<file path="src/rtl/otter_branch_predictor.sv">
// BTB plus 2-bit saturating-counter branch predictor for the pipelined OTTER CPU.
// Fetch lookup and mispredict detection are combinational; training happens on the EX update edge.
module otter_branch_predictor #(
    parameter int unsigned ENTRIES  = 64,
    parameter int unsigned TAG_BITS = 10,
    parameter int unsigned MODE     = 0,
    parameter int unsigned GHR_BITS = 6
) (
    input  logic        i_clk,
    input  logic        i_rst,
    input  logic [31:0] i_if_pc,
    input  logic        i_if_valid,
    output logic        o_pred_hit,
    output logic        o_pred_taken,
    output logic [31:0] o_pred_next_pc,
    input  logic        i_ex_update,
    input  logic [31:0] i_ex_pc,
    input  logic        i_ex_is_branch,
    input  logic        i_ex_is_jal,
    input  logic        i_ex_taken,
    input  logic [31:0] i_ex_target,
    input  logic        i_ex_pred_taken,
    input  logic [31:0] i_ex_pred_next_pc,
    output logic        o_mispredict,
    output logic [31:0] o_redirect_pc,
    output logic [31:0] o_br_count,
    output logic [31:0] o_miss_count
);
    localparam int unsigned IDX = $clog2(ENTRIES);

    logic [ENTRIES-1:0]  r_valid;
    logic [ENTRIES-1:0]  r_is_jal;
    logic [TAG_BITS-1:0] r_tag    [ENTRIES];
    logic [31:0]         r_target [ENTRIES];
    logic [1:0]          r_ctr    [ENTRIES];
    logic [GHR_BITS-1:0] r_ghr;
    logic [31:0]         r_br_count;
    logic [31:0]         r_miss_count;

    logic [IDX-1:0]      w_ghr_idx;
    logic [IDX-1:0]      w_if_bidx;
    logic [IDX-1:0]      w_if_cidx;
    logic [TAG_BITS-1:0] w_if_tag;
    logic [IDX-1:0]      w_ex_bidx;
    logic [IDX-1:0]      w_ex_cidx;
    logic [TAG_BITS-1:0] w_ex_tag;
    logic                w_hit;
    logic                w_mispredict;
    logic                w_btb_wr;
    logic                w_ctr_wr;
    logic [1:0]          w_ctr_cur;
    logic [1:0]          w_ctr_next;
    logic                w_unused;

    // gshare folds the history into the low index bits; bimodal ignores it
    assign w_ghr_idx = (MODE == 1) ? IDX'(r_ghr) : '0;

    assign w_if_bidx = i_if_pc[IDX+1:2];
    assign w_if_tag  = i_if_pc[IDX+2 +: TAG_BITS];
    assign w_if_cidx = w_if_bidx ^ w_ghr_idx;
    assign w_ex_bidx = i_ex_pc[IDX+1:2];
    assign w_ex_tag  = i_ex_pc[IDX+2 +: TAG_BITS];
    assign w_ex_cidx = w_ex_bidx ^ w_ghr_idx;

    // Fetch-side lookup from registered state only
    assign w_hit          = r_valid[w_if_bidx] & (r_tag[w_if_bidx] == w_if_tag);
    assign o_pred_hit     = w_hit;
    assign o_pred_taken   = i_if_valid & w_hit & (r_is_jal[w_if_bidx] | r_ctr[w_if_cidx][1]);
    assign o_pred_next_pc = o_pred_taken ? r_target[w_if_bidx] : i_if_pc + 32'd4;

    // Execute-side resolution
    assign w_mispredict  = i_ex_update & ((i_ex_taken != i_ex_pred_taken) |
                                          (i_ex_taken & (i_ex_pred_next_pc != i_ex_target)));
    assign o_mispredict  = w_mispredict;
    assign o_redirect_pc = i_ex_taken ? i_ex_target : i_ex_pc + 32'd4;
    assign w_btb_wr      = i_ex_update & ((i_ex_is_branch & i_ex_taken) | i_ex_is_jal);
    assign w_ctr_wr      = i_ex_update & i_ex_is_branch;

    assign o_br_count    = r_br_count;
    assign o_miss_count  = r_miss_count;

    always_comb begin
        w_ctr_cur  = r_ctr[w_ex_cidx];
        w_ctr_next = w_ctr_cur;
        if (i_ex_taken && (w_ctr_cur != 2'b11)) begin
            w_ctr_next = w_ctr_cur + 2'd1;
        end else if (!i_ex_taken && (w_ctr_cur != 2'b00)) begin
            w_ctr_next = w_ctr_cur - 2'd1;
        end
    end

    always_ff @(posedge i_clk or posedge i_rst) begin
        if (i_rst) begin
            r_valid      <= '0;
            r_ghr        <= '0;
            r_br_count   <= '0;
            r_miss_count <= '0;
            for (int unsigned i = 0; i < ENTRIES; i++) begin
                r_ctr[i] <= 2'b01;
            end
        end else begin
            if (w_btb_wr) begin
                r_valid[w_ex_bidx] <= 1'b1;
            end
            if (w_ctr_wr) begin
                r_ctr[w_ex_cidx] <= w_ctr_next;
                if (MODE == 1) begin
                    r_ghr <= GHR_BITS'({r_ghr, i_ex_taken});
                end
            end
            if (i_ex_update) begin
                r_br_count <= r_br_count + 32'd1;
                if (w_mispredict) begin
                    r_miss_count <= r_miss_count + 32'd1;
                end
            end
        end
    end

    // Payload is meaningless until the matching valid bit is set, so it needs no reset
    always_ff @(posedge i_clk) begin
        if (w_btb_wr) begin
            r_tag[w_ex_bidx]    <= w_ex_tag;
            r_target[w_ex_bidx] <= i_ex_target;
            r_is_jal[w_ex_bidx] <= i_ex_is_jal;
        end
    end

    assign w_unused = ^{i_if_pc, i_ex_pc, r_ghr};

endmodule

</file>
<file path="config.mk">
export PLATFORM = sky130hd
export DESIGN_NAME = otter_branch_predictor
export DESIGN_NICKNAME = d
export VERILOG_FILES = /design/src/rtl/otter_branch_predictor.sv
export SDC_FILE = /design/constraint.sdc
export NUM_CORES = 2
export LEC_CHECK = 0
export ABC_CLOCK_PERIOD_IN_PS = 10200
export BUFFER_PORTS_ARGS = -buffer_cell sky130_fd_sc_hd__buf_4
export CAP_MARGIN = 25
export CORE_MARGIN = 2
export CORE_UTILIZATION = 35
export CTS_CLUSTER_DIAMETER = 40
export DETAILED_ROUTE_END_ITERATION = 10
export GPL_TIMING_DRIVEN = 0
export PLACE_DENSITY = 0.62
export SLEW_MARGIN = 20
export SYNTH_ARGS = -nofsm -noshare
export SYNTH_HDL_FRONTEND = slang
export SYNTH_SLANG_ARGS = --single-unit
</file>
<file path="constraint.sdc">
create_clock -name i_clk -period 10.2 [get_ports i_clk]
set_input_delay 1.02 -clock i_clk [delete_from_list [all_inputs] [get_ports i_clk]]
set_output_delay 1.02 -clock i_clk [all_outputs]
set_load 0.02 [all_outputs]
</file>
Word level (Yosys, flattened, before mapping)
Memories as Yosys holds them, arrays and structs flattened.
Index checks and enable logic that the tools add are counted.
- add/subtract/negate cells: 6
- $lt $le $gt $ge: 6
- eq/ne operators: 4
- multiplexer cells: 22
- bitwise operators: 14
- reduce and logical (&&, ||, !) cells: 7
- operator list (cell ; count):
    128-bit bitwise mux ; 1
    32-bit by 1-bit adder with 32-bit output (second input constant) ; 2
    32-bit by 3-bit adder with 32-bit output (second input constant) ; 2
    64-bit bitwise mux ; 1
    32-bit 2-to-1 mux ; 2
    64-bit OR ; 1
    32-bit != test ; 1
    2-bit binary-select mux with 6-bit select ; 2
    7-bit >= comparator (second input constant) ; 2
    6-bit by 7-bit less-than comparator with 1-bit output (second input constant) ; 2
    2-bit 2-to-1 mux ; 7
    6-bit NOT with 7-bit output ; 2
    1-bit binary-select mux with 6-bit select ; 2
    2-bit demux with 6-bit select ; 1
    10-bit == test ; 1
    1-bit bitwise AND ; 8
    7-bit by 1-bit less-than comparator with 1-bit output (second input constant) ; 1
    1-bit demux with 6-bit select ; 1
    6-bit by 1-bit >= comparator with 1-bit output (second input constant) ; 1
    1-bit 2-to-1 mux ; 5
    1-bit logical AND ; 4
    1-bit OR ; 3
    2-bit by 1-bit adder with 2-bit output (second input constant) ; 1
    2-bit != test (second input constant) ; 1
    5 further kinds ; 5
- flip-flop bits (word level): 320
- RAM bits: 2688
- input bits: 136
- output and inout bits: 131
- logic and storage cells: 129
- memories: 2
- memory list (name ; depth ; bits a word ; read ports ; clocked after memory_dff ; write ports ; RTL line ; text):
    r_target ; 64 ; 32 ; 1 ; 0 ; 1 ; 34 ; logic [31:0] r_target [ENTRIES];
    r_tag ; 64 ; 10 ; 1 ; 0 ; 1 ; 33 ; logic [TAG_BITS-1:0] r_tag [ENTRIES];

Longest topological paths before layout
- word-level depth: 9
- gate-level depth with buffers: 17
- mapped depth without buffers: 12

Worst setup path before layout
No wires, ideal clock.
- path kind: input-to-output
- start point: input i_if_pc[3]
- end point: output o_pred_next_pc[0]
- arrival: 4.330 ns
- required time: 9.180 ns
- setup slack: 4.850 ns
- stages on the path: 12
- buffers on the path: 8
- cell sequence: buf_6 -> buf_4 -> buf_4 -> buf_2 -> buf_4 -> buf_2 -> clkbuf_1 -> buf_1 -> mux4_2 -> mux4_2 -> mux4_2 -> mux2_2
- cells in the longest elaborated chain, start to end: 7
- elaborated cells on any way between the ends: 16
- those cells by class: eq/ne: 1; mux: 8; bitwise: 5; memory: 2
- RTL lines (element ; RTL line ; text):
    start, declared ; 11 ; input logic [31:0] i_if_pc,
    parallel branches: the longest is 6 deep, another holds memory read 64 x 10 bit ; - ;
    32-bit 2-to-1 mux (*) ; 69 ; assign o_pred_next_pc = o_pred_taken ? r_target[w_if_bidx] : i_if_pc + 32'd4;
    end, declared ; 15 ; output logic [31:0] o_pred_next_pc,
Mark *: on every way between the ends. The select of a mux whose other input is x is not followed.

Final worst setup path
- start point: input i_if_pc[2]
- end point: output o_pred_next_pc[13]
Same word-level chain as after synthesis.

==> flow_summary_export.csv <==
group,metric,value,unit
finish,final_cell_area,0.145,mm²
sta,timing.fmax,128,MHz
global_routing,grt_pass1_wl,529000,µm
pwr,peakVddDrop,153,µV
sta,post-route-period-util,76.9,%
finish,nNetsFinal,6561,
setup_path,reg2reg_setup_slack,6.23,ns
clocking,cts_buffers,386,
sta,tightest_slew,1.17,ns
logic_synthesis,synthAdderAreaFrac,0.0635,%
clocking,clk_pin_slew,0.06,ns
sta,rsz0062_at_grt,"no",
routing,drc,0,
finish,drive_above_1_share,36.2,%
place,gp_congestion,0.929,
clocking,cts_root_buf,"clkbuf_16",
setup_path,required,9.18,ns
logic_synthesis,ys_types,65,
place,dp_hpwl,269000,µm
logic_synthesis,synth_top_area_share,69.9,%
floorplanning,ios,267,
place,port_buffers,259,
pwr,power_density,204,mW/mm²
routing,dr_total_vias,65200,
clocking,post-cts-setup-buffers,0,
setup_path,worstPathMaxFanout,10,
logic_synthesis,postSynthCellCount,5530,
outcome,status,"completed",
logic_synthesis,async_reset_ff_share,8.51,%
global_routing,antenna_found_initial,33,
sta,layout_min_cycle_time,7.84,ns
logic_synthesis,synth_top_family_by_area,"multiplexers",
floorplanning,die_h,585,µm
floorplanning,initial_core_util,35.2,%
routing,wl,391000,µm
logic_synthesis,avgSynthCellArea,21.4,µm²
sta,hold_viol_final,0,
routing,wl_met1,142000,µm
setup_path,reg2reg_depth,12,
pwr,p_leak,47.4,nW
routing,viasPerCell,5.79,
pwr,total_power,29.6,mW
logic_synthesis,synth_area_leaders,"edfxtp_1 (70%), mux4_2 (16%), dfrtp_1 (4.1%), dfstp_2 (1.4%), nor2_1 (0.91%)",
floorplanning,coreArea,0.336,mm²
setup_path,cp_cell_sequence,"buf_4 -> buf_6 -> buf_6 -> buf_4 -> buf_2 -> buf_2 -> buf_2 -> buf_2 -> a21oi_1 -> o221ai_1 -> nand2_1 -> a21oi_1 -> nand3_1 -> or3_1 -> buf_2 -> buf_6 -> mux2_4 -> buf_4",
sta,relSlewSlack,22.0,%
sta,skew,0.0318,ns
routing,dr_wl_met2,177000,µm
clocking,cts.path.max_buffers,4,
finish,fin_util,43.0,%
clocking,cts.sinks,3008,
floorplanning,num_rows,213,
routing,firstDrtPassIters,8,
logic_synthesis,synth_xor_area_share,1.16,%
setup_path,setup.worst_path.class,"primary input to primary output",
setup_path,cp-start-kind,"primary input",
clocking,htreeDepth,5,
global_routing,grt_max_degree,108,
floorplanning,dieArea,0.343,mm²
global_routing,grt_pass1_vias,64000,
setup_path,cp.depth,18,
floorplanning,die_x,585,µm
logic_synthesis,synth-edff-count,2752,
logic_synthesis,synth_compound_area_share,1.90,%
sta,fin_ws,2.36,ns
worst_hold_path,hold_class,"primary input to asynchronous set/reset pin",
clocking,cts_resized,0,
finish,layout_common_cells,"edfxtp_1 (2752), mux4_2 (825), clkbuf_16 (392), buf_4 (293), nor2_1 (217)",
setup_path,crit_family,"buffers and inverters",
finish,final_common_cell,"edfxtp_1",
clocking,cts_tree,"yes",
place,placed_area,0.131,mm²
setup_path,crit_path_end_kind,"primary output",
logic_synthesis,synthMuxAreaShare,17.6,%
setup_path,cpMostUsedCell,"buf_2",
setup_path,path_buf_inv,11,
routing,routedWlPerCell,34.7,µm
routing,drt.antenna.violating_nets,0,
logic_synthesis,synthSimpleGateAreaFrac,2.76,%
clocking,cts_hold_buffers,0,
finish,synthToLayoutAreaGrowth,22.4,%
sta,setup_viol,0,
sta,drv_slew,0,
global_routing,overflow,0,
global_routing,grt_use_total,22.5,%
clocking,clk_latency,0.86,ns
logic_synthesis,yosys_warnings,0,
setup_path,cpPeakStageDelay,0.60,ns
setup_path,arrival,6.82,ns
logic_synthesis,yosys_register_bits,3008,
routing,drt_iter0_drc,10900,
logic_synthesis,synthFlopType,"edfxtp_1",
job,drv_cap,0,
place,pre_cts_ws,2.46,ns
routing,top_layer_used,"met5",
setup_path,cp_slowest_cell,"buf_2",
logic_synthesis,synth-seq-area-share,75.4,%
logic_synthesis,syn_nets,5672,
logic_synthesis,synth_top_cell_by_area,"edfxtp_1",
logic_synthesis,netlist_area,0.118,mm²
routing,wl_met3,46300,µm
[cell usage after synthesis, types with 22 or more instances]
cell      number
dfstp_2       64
a221oi_1      23
nor2_1       287
a21oi_1      112
nand2_1      132
nor3_1        42
mux4_2       825
nand3_1       52
buf_2         89
mux2i_1       75
xnor2_1       92
nand4_1       26
mux2_2        92
mux2_4        28
or2_2         66
edfxtp_1    2752
buf_4         22
clkbuf_1     125
buf_1         35
and3_1        25
o21ai_0       45
dfrtp_1      192
a22oi_1       59
xor2_1        65
[worst paths after layout]
path                                  from                 end
worst max-delay path            i_if_pc[2]  o_pred_next_pc[13]
worst min-delay path                 i_rst          r_valid[6]
worst max register to register   r_ctr[95]           r_ctr[73]
worst min register to register  r_valid[7]          r_valid[7]
max in group asynchronous            i_rst      o_br_count[22]
min in group i_clk              r_valid[7]          r_valid[7]
[stage by stage]
| stage | hold WS [ns] | TNS [ns] | std cells |
|---|---|---|---|
| floorplan | 0.434 | 0 | 5530 |
| global placement | 0.445 | -174.21 | 10300 |
| detailed placement | 0.448 | 0 | 10500 |
| CTS | 0.0863 | 0 | 11200 |
| global route | 0.123 | 0 | 11300 |
| finish | 0.110 | 0 | 11300 |
[area by class of cell]
type,instances,area (µm²)
Antenna cell,14,35.0
Buffer,282,1380
Clock buffer,448,10100
Clock inverter,263,3080
Fill cell,28700,192000
Inverter,13,56.3
Multi-Input combinational cell,2227,28300
Sequential cell,3008,89100
Tap cell,4515,5650
Timing Repair Buffer,501,7010
[worst reg2reg max path: stages, from the launching register on]
cell      delay, ns
dfrtp_1        0.42
a22o_1         0.21
a221oi_1       0.21
and3_1         0.19
o22ai_1        0.10
nor4_1         0.64
inv_1          0.11
ha_1           0.25
nor2_1         0.11
a21oi_1        0.04
a21oi_1        0.86
clkbuf_1       0.52
a21oi_1        0.17
[flip-flops by register name, indices dropped and copies added, names as in the netlist]
register      flops
r_ctr           128
r_valid          64
o_br_count       32
r_is_jal         64
o_miss_count     32
r_target       2048
r_tag           640
[report_power, final]
part / switching, mW / internal, mW / leakage [nW]
clock: 5.40 / 8.46 / 6.33
combinational: 1.19 / 0.714 / 13.1
sequential: 0.140 / 13.7 / 28.0
total: 6.73 / 22.8 / 47.4
[logic make-up (layout without fill, tap and decap cells)]
| group | Yosys count | in the layout |
|---|---|---|
| muxes | 1020 | 1020 |
| xor gates and xnor gates | 157 | 157 |
| adders and majority gates | 6 | 6 |
| DFF | 3008 | 3008 |
| other | 0 | 14 |
| AOI/OAI and AO/OA | 343 | 343 |
| buffers and inverters | 295 | 1507 |
| and+or+nand+nor | 701 | 701 |
[routing by layer]
metal | track usage [%] | vias to the layer above
li1 | - | 24900
met1 | 29.4 | 34700
met2 | 34.3 | 4678
met3 | 5.80 | 941
met4 | 12.4 | 18
met5 | 0.0560 | -
(Power assumes the default switching activity.)
